[src/rtl/icb_arb_n.sv]
// N-master to 1-slave ICB arbiter: round-robin cmd arbitration, in-order rsp routing
// through an outstanding-ID FIFO, and detection of responses with no outstanding cmd.
module icb_arb_n #(
    parameter int unsigned MASTERS = 2,
    parameter int unsigned AW      = 32,
    parameter int unsigned DW      = 32,
    parameter int unsigned OUTS    = 4
) (
    input  logic                         clk,
    input  logic                         rst_n,
    input  logic [MASTERS-1:0]           m_cmd_valid,
    output logic [MASTERS-1:0]           m_cmd_ready,
    input  logic [MASTERS*AW-1:0]        m_cmd_addr,
    input  logic [MASTERS-1:0]           m_cmd_we,
    input  logic [MASTERS*DW-1:0]        m_cmd_wdata,
    input  logic [MASTERS*(DW/8)-1:0]    m_cmd_wem,
    output logic [MASTERS-1:0]           m_rsp_valid,
    input  logic [MASTERS-1:0]           m_rsp_ready,
    output logic [DW-1:0]                m_rsp_rdata,
    output logic                         m_rsp_error,
    output logic                         s_cmd_valid,
    input  logic                         s_cmd_ready,
    output logic [AW-1:0]                s_cmd_addr,
    output logic                         s_cmd_we,
    output logic [DW-1:0]                s_cmd_wdata,
    output logic [DW/8-1:0]              s_cmd_wem,
    input  logic                         s_rsp_valid,
    output logic                         s_rsp_ready,
    input  logic [DW-1:0]                s_rsp_rdata,
    input  logic                         s_rsp_error,
    output logic [$clog2(OUTS):0]        outs_cnt_o,
    output logic                         unexp_rsp_o
);

    localparam int unsigned IDW = (MASTERS > 1) ? $clog2(MASTERS) : 1;
    localparam int unsigned PW  = $clog2(OUTS);
    localparam int unsigned CW  = PW + 1;
    localparam int unsigned WW  = DW / 8;

    if (MASTERS < 2 || MASTERS > 8) begin : g_bad_masters
        $error("icb_arb_n: MASTERS must be in the range 2..8");
    end
    if (OUTS < 2 || (OUTS & (OUTS - 1)) != 0) begin : g_bad_outs
        $error("icb_arb_n: OUTS must be a power of 2 and at least 2");
    end

    logic [IDW-1:0] rr_ptr;
    logic [IDW-1:0] gnt;
    logic           any_req;
    logic [IDW-1:0] id_mem [OUTS];
    logic [PW-1:0]  wr_ptr;
    logic [PW-1:0]  rd_ptr;
    logic [CW-1:0]  cnt;
    logic [IDW-1:0] head;
    logic           full;
    logic           empty;
    logic           cmd_hs;
    logic           rsp_hs;

    // Rotate the request vector so the scan always starts at rr_ptr
    always_comb begin : arb_c
        logic [2*MASTERS-1:0] req_rot;
        int unsigned          sum;
        req_rot = {m_cmd_valid, m_cmd_valid} >> rr_ptr;
        sum     = 0;
        gnt     = '0;
        any_req = 1'b0;
        for (int unsigned k = 0; k < MASTERS; k++) begin
            if (!any_req && req_rot[k]) begin
                any_req = 1'b1;
                sum     = 32'(rr_ptr) + k;
                if (sum >= MASTERS) begin
                    sum = sum - MASTERS;
                end
                gnt = IDW'(sum);
            end
        end
    end

    // Granted master's fields drive the slave cmd channel
    always_comb begin : cmd_mux_c
        s_cmd_addr  = '0;
        s_cmd_we    = 1'b0;
        s_cmd_wdata = '0;
        s_cmd_wem   = '0;
        for (int unsigned i = 0; i < MASTERS; i++) begin
            if (gnt == IDW'(i)) begin
                s_cmd_addr  = m_cmd_addr[i*AW +: AW];
                s_cmd_we    = m_cmd_we[i];
                s_cmd_wdata = m_cmd_wdata[i*DW +: DW];
                s_cmd_wem   = m_cmd_wem[i*WW +: WW];
            end
        end
    end

    assign full        = (cnt == CW'(OUTS));
    assign empty       = (cnt == '0);
    assign head        = id_mem[rd_ptr];
    assign s_cmd_valid = rst_n & any_req & ~full;
    assign cmd_hs      = s_cmd_valid & s_cmd_ready;
    assign s_rsp_ready = rst_n & (empty | m_rsp_ready[head]);
    assign rsp_hs      = s_rsp_valid & s_rsp_ready & ~empty;
    assign m_rsp_rdata = s_rsp_rdata;
    assign m_rsp_error = s_rsp_error;
    assign outs_cnt_o  = cnt;

    // One-hot ready to the granted master, rsp valid to the FIFO head
    always_comb begin : onehot_c
        m_cmd_ready = '0;
        m_rsp_valid = '0;
        for (int unsigned i = 0; i < MASTERS; i++) begin
            m_cmd_ready[i] = cmd_hs & (gnt == IDW'(i));
            m_rsp_valid[i] = rst_n & ~empty & s_rsp_valid & (head == IDW'(i));
        end
    end

    always_ff @(posedge clk or negedge rst_n) begin
        if (!rst_n) begin
            rr_ptr      <= '0;
            wr_ptr      <= '0;
            rd_ptr      <= '0;
            cnt         <= '0;
            unexp_rsp_o <= 1'b0;
        end else begin
            unexp_rsp_o <= s_rsp_valid & empty;
            if (cmd_hs) begin
                rr_ptr <= (gnt == IDW'(MASTERS - 1)) ? '0 : gnt + IDW'(1);
                wr_ptr <= wr_ptr + PW'(1);
            end
            if (rsp_hs) begin
                rd_ptr <= rd_ptr + PW'(1);
            end
            case ({cmd_hs, rsp_hs})
                2'b10:   cnt <= cnt + CW'(1);
                2'b01:   cnt <= cnt - CW'(1);
                default: cnt <= cnt;
            endcase
        end
    end

    // ID storage needs no reset; only entries between rd_ptr and wr_ptr are ever read
    always_ff @(posedge clk) begin
        if (cmd_hs) begin
            id_mem[wr_ptr] <= gnt;
        end
    end

endmodule

[config.mk]
export PLATFORM = sky130hd
export DESIGN_NAME = icb_arb_n
export DESIGN_NICKNAME = d
export VERILOG_FILES = /design/src/rtl/icb_arb_n.sv
export SDC_FILE = /design/constraint.sdc
export NUM_CORES = 1
export LEC_CHECK = 0
export BUFFER_PORTS_ARGS = -buffer_cell sky130_fd_sc_hd__buf_2
export CORE_AREA = 2 2 112 114
export DETAILED_ROUTE_END_ITERATION = 16
export DIE_AREA = 0 0 114 116
export GPL_TIMING_DRIVEN = 0
export MAX_ROUTING_LAYER = met4
export SYNTH_ARGS = -nofsm -noshare
export SYNTH_HDL_FRONTEND = slang
export SYNTH_SLANG_ARGS = --single-unit
[constraint.sdc]
create_clock -name clk -period 4.5 [get_ports clk]
set_input_delay 0.45 -clock clk [delete_from_list [all_inputs] [get_ports clk]]
set_output_delay 0.45 -clock clk [all_outputs]
set_load 0.1 [all_outputs]
# ---- Yosys cells after proc, flatten, opt, wreduce, memory -nomap -nowiden
# Memory sizes are Yosys's and may differ from the RTL's.
# Index checks and enable logic that the tools add are counted.
dict set report totals {
  register_bits 9
  latch_bits 0
  mem_bits_rw 4
  rom_bits 0
  inputBits 179
  out_inout_bits 112
  elab_cells 59
  mem_count 1
}
dict set report op_classes {
  n_addsub 8
  n_mul 0
  div 0
  order_cmp 3
  n_eq_ne 3
  n_shift 1
  mux 16
  bitwise 18
  reduce_logical 4
}
# memory words width rd rd_clocked_by_memory_dff write_ports line_no
set memory_table {}
lappend memory_table {id_mem 4 1 1 0 1 50} ;# logic [IDW-1:0] id_mem [OUTS];
# operator count
set op_table {}
lappend op_table {{$mux W32} 2}
lappend op_table {{$and A1 B1 Y1} 13}
lappend op_table {{$mux W1} 12}
lappend op_table {{$pmux W3 S2} 1}
lappend op_table {{$add A2 B1 Y2 const B} 2}
lappend op_table {{$mux W4} 1}
lappend op_table {{$not A1 Y1} 4}
lappend op_table {{$shr A4 B1 Y2} 1}
lappend op_table {{$add A3 B1 Y3 const B} 1}
lappend op_table {{$eq A3 B3 Y1 const B} 1}
lappend op_table {{$logic_not A3 Y1} 1}
lappend op_table {{$sub A3 B1 Y3 const B} 1}
lappend op_table {{$add A1 B1 Y2 const B} 1}
lappend op_table {{$eq A2 B1 Y1 const B} 1}
lappend op_table {{$eq A2 B2 Y1 const B} 1}
lappend op_table {{$ge A1 B2 Y1 const B} 1}
lappend op_table {{$ge A2 B2 Y1 const B} 1}
lappend op_table {{$lt A1 B2 Y1 const B} 1}
lappend op_table {{$reduce_bool A2 Y1} 1}
lappend op_table {{$sub A1 B1 Y1 const B} 2}
lappend op_table {{$add A1 B1 Y1 const B} 1}
lappend op_table {{$logic_and A1 B1 Y1} 1}
lappend op_table {{$logic_not A1 Y1} 1}
lappend op_table {{$or A1 B1 Y1} 1}

# ---- Logic depth before layout (Yosys ltp)
dict set report logic_depth {
  word_depth 10
  depth_mapped 10
  mapped_depth_nobuf 10
}

# ---- Least setup slack after synthesis
# No wires, ideal clock.
dict set report synth_timing {
  path_type {reg2out}
  from {register cnt[1] (netlist: outs_cnt_o[1])}
  to {output m_cmd_ready[0]}
  arrival_ns 3.407
  t_required_ns 4.050
  path_slack_ns 0.643
  stages_incl_launch_ff 5
  path_buffers 0
  path_cell_list {dfrtp_1 inv_1 a31oi_4 nand2_2 nor2_1}
}
dict set report synth_between {
  elab_chain_cells 5
}
# element line_no
set synth_lines {}
lappend synth_lines {{from (decl)} 53} ;# logic [CW-1:0] cnt;
lappend synth_lines {{from (signal assigned)} 134} ;# 2'b10: cnt <= cnt + CW'(1);
lappend synth_lines {{from (signal assigned)} 135} ;# 2'b01: cnt <= cnt - CW'(1);
lappend synth_lines {{from (signal assigned)} 136} ;# default: cnt <= cnt;
lappend synth_lines {{$eq A3 B3 Y1} 96} ;# assign full = (cnt == CW'(OUTS));
lappend synth_lines {{$not A1 Y1} 99} ;# assign s_cmd_valid = rst_n & any_req & ~full;
lappend synth_lines {{$and A1 B1 Y1} 99}
lappend synth_lines {{net s_cmd_valid} 21} ;# output logic s_cmd_valid,
lappend synth_lines {{$and A1 B1 Y1} 100} ;# assign cmd_hs = s_cmd_valid & s_cmd_ready;
lappend synth_lines {{$and A1 B1 Y1} 112} ;# m_cmd_ready[i] = cmd_hs & (gnt == IDW'(i));
lappend synth_lines {{to (decl)} 12} ;# output logic [MASTERS-1:0] m_cmd_ready,
# The timed path passes the listed nets, and every way through them passes these cells.

# ---- Final worst setup path
dict set report layout_timing {
  from {register rr_ptr}
  to {output s_cmd_wdata[6]}
}
dict set report layout_between {
  elab_chain_cells 6
  elab_cells_between_ends 14
  cone_classes {add/sub: 3; order compare: 2; shift: 1; mux: 6; reduce/logical: 2}
}
# element line_no
set layout_lines {}
lappend layout_lines {{from (decl)} 47} ;# logic [IDW-1:0] rr_ptr;
lappend layout_lines {{from (signal assigned)} 127} ;# rr_ptr <= (gnt == IDW'(MASTERS - 1)) ? '0 : gnt + IDW'(1);
lappend layout_lines {{parallel branches: the longest is 4 deep, another holds $add A1 B1 Y2} -}
lappend layout_lines {{$mux W1 *} 69} ;# if (!any_req && req_rot[k]) begin
lappend layout_lines {{$mux W32 *} 87} ;# if (gnt == IDW'(i)) begin
lappend layout_lines {{to (decl)} 25} ;# output logic [DW-1:0] s_cmd_wdata,
# Mark *: on every way between the ends.

==> key figures <==
Cells and area
  – Syn-to-layout area delta: 85.56%
  – Final Cell Area: 3359 µm²
  – # diodes: 0
  – Ratio of cells with drive above 1 in the final layout: 85.19%
  – Nets: 618
  – Multi-input gate area: 1135 µm²
  – Core Util, Final: 28.20%
  – Fillers: 1280
  – Final non-filler cell total: 579
  – FF/Latch Area: 345.3 µm²

Synth
  – Seq/Total Area, Yosys: 19.07%
  – Top post-synthesis cells by area: mux2_2 40%, buf_4 17%, dfrtp_1 12%
  – Most numerous cell in the Yosys netlist: mux2_2
  – Main synth FF type: dfrtp_1
  – Synth Instances: 171
  – EDFF count, synth: 4
  – Netlist Area Pre-Place: 1810 µm²
  – Asr flop ratio synth: 69.23%
  – Register bit total from synthesis: 13
  – Synth top cells by count: 64 x mux2_2, 40 x buf_4, 9 x dfrtp_1
  – Yosys cell types: 24
  – Syn nets: 356
  – Largest area contributor in the netlist: mux2_2
  – Post-synth top area share: 39.81%
  – Mapped Avg Cell Area: 10.59 µm²
  – Yosys warnings: 0

Clock tree
  – Setup Fix Bufs, Post-CTS: 0
  – Clock slew at reported path FFs: 0.05 ns
  – CTS tree: done
  – Root Driver: clkbuf_16
  – CTS Hold Buffers Added: 0
  – # clock sinks: 13
  – Number of cells upsized or downsized after cts: 0
  – Bufs on Longest Clock Path: 2
  – CTS H-tree depth: 1
  – Num CTS Buffers: 3
  – Clk_lat worst skew: 0.24 ns

Setup path
  – Critical path buffers and inverters: 2
  – Top cell family by delay on the critical path: buffers and inverters
  – CP peak stage delay: 0.49 ns
  – Critical Path Sink Type: output port
  – Worst endpoint required time: 4.05 ns
  – Arr. time, crit path: 2.13 ns
  – Crit Path Category: reg -> out
  – Worst Path Max Fanout: 10
  – Critical Path Source Type: flip-flop
  – CP cell instances: o21ai_2, buf_4, mux2_2, buf_2
  – FF-to-FF setup slack: 2.18 ns
  – CP max-delay cell: o21ai_2

Global routing
  – Vias in the first global route: 2202
  – Overall routing resource usage: 11.90%
  – Grt total ovfl: 0
  – Largest net degree at the start of global routing: 13
  – Initial antenna violation count: 0
  – First-pass GRT wire length: 11900 µm

Floorplanning
  – Chip width: 114 µm
  – Die Y-Extent: 116 µm
  – DIE AREA: 13220 µm²
  – Rows: 40
  – Core footprint: 11910 µm²
  – I/O pins: 291
  – Starting Density: 15.20%

Placement
  – Gpl congestion: 0.7696
  – Final HPWL DP: 7555 µm
  – Post-DP Area: 3281 µm²
  – Dpl cells: 575
  – Pre-CTS WS: 1.891 ns
  – Port bufs: 257

Timing
  – Max Slew Vio Count: 0
  – Final setup margin: 1.921 ns
  – Final Cycle Share: 57.31%
  – Final setup vio count: 0
  – RSZ-0062 raised after global routing: no
  – Hold Fails Final Rpt: 0
  – Final min period: 2.579 ns
  – Total negative setup slack: 0 ns
  – Slew @ Worst Pin: 0.5742 ns
  – Clock Skew: 0.004059 ns
  – Fmax: 387.7 MHz
  – Relative slew slack: 61.71%

Routing
  – Routed WL: 8379 µm
  – DR iter-0 viols: 63
  – Drt via density: 3.831
  – Vias after detailed routing: 2218
  – # DRC: 0
  – DR pass1 iterations: 4
  – Post-route ant nets: 0
  – Wire length per cell: 14.47 µm

Run
  – Max-Cap Viols: 0

Outcome
  – Outcome: finished clean

Power
  – Leakage: 1.880 nW
  – Power Density: 545.2 nW/µm²
  – Max VDD drop: 0.0001936 V

Hold path
  – Tightest Hold Check Type: in -> async
==> kinds of logic (layout without fill, tap and decap cells) <==
logic type | after synthesis | count (layout) | synth area share [%]
AOI/OAI and AO/OA | 6 | 6 | 3.041
xor gates and xnor gates | 5 | 5 | 2.419
adders and majority gates | 6 | 6 | 4.561
buffers and inverters | 48 | 309 | 18.24
DFF | 13 | 13 | 19.07
muxes | 78 | 78 | 48.03
and+or+nand+nor | 15 | 15 | 4.630
==> power breakdown <==
part / switching [mW] / internal [mW] / total, mW
registers: 0.0403 / 0.166 / 0.207
logic: 1.14 / 0.316 / 1.46
clock network: 0.0489 / 0.119 / 0.168
total: 1.23 / 0.602 / 1.83
==> metrics by stage <==
step | total power, mW | hold WS, ns
final | 1.832 | 0.07025
after floorplan | 1.439 | 0.1544
after global routing | 1.911 | 0.09056
after CTS | 1.849 | 0.07934
after global placement | 1.654 | 0.3315
after detailed placement | 1.675 | 0.3379
==> per-layer routing <==
layer / up-vias / wire length (µm) / GRT usage (%) / share of wire, %
li1: 1090 / - / - / -
met1: 1010 / 3741 / 16.57 / 45
met2: 114 / 4134 / 19.44 / 49
met3: 4 / 474 / 0.9414 / 5.7
met4: 0 / 29 / 1.463 / 0.35
met5: - / 0 / - / 0
==> layout make-up <==
type                    instances  area share, %
repair buffers                257          38.29
multi-input cells             110          33.78
flip-flops and latches         13          10.28
plain buffers                  40          8.939
well taps                     147          5.475
clock buffers                   4          2.346
inverters                       8         0.8939
==> sequential cells by signal, summed over array words and instances, names as in the netlist <==
signal / cells
rr_ptr: 1
outs_cnt_o: 3
wr_ptr: 2
id_mem: 4
unexp_rsp_o: 1
rd_ptr: 2
==> final timing paths <==
| path | to | cells past startpoint | start |
|---|---|---|---|
| worst max-delay path | s_cmd_wdata[6] | 4 | rr_ptr$_DFFE_PN0P_ |
| worst min-delay path | outs_cnt_o[0]$_DFFE_PN0P_ | 1 | rst_n |
| worst max register to register | outs_cnt_o[2]$_DFFE_PN0P_ | 10 | rd_ptr[1]$_DFFE_PN0P_ |
| worst min register to register | outs_cnt_o[0]$_DFFE_PN0P_ | 1 | outs_cnt_o[0]$_DFFE_PN0P_ |
| max in group asynchronous | wr_ptr[0]$_DFFE_PN0P_ | 1 | rst_n |
| min in group clk | unexp_rsp_o$_DFF_PN0_ | 3 | s_rsp_valid |
==> layout by cell type, fill, tap and decap left out, types with 2 or more instances in the layout <==
cell type	n
and3_1	4
buf_2	257
buf_4	40
clkbuf_16	3
dfrtp_1	9
edfxtp_1	4
ha_1	5
inv_1	8
mux2_1	7
mux2_2	64
mux2i_1	7
nor2_1	6
xnor2_1	2
xor2_1	3
==> worst register-to-register path, stage by stage (launching register included) <==
cell     delay [ns]
dfrtp_1        0.40
mux2i_1        0.31
mux2i_1        0.19
mux2i_1        0.16
nor2_1         0.12
ha_1           0.21
inv_1          0.06
fa_1           0.37
xor2_1         0.15
nor2_1         0.11
xor2_1         0.16
(Power assumes the default switching activity.)
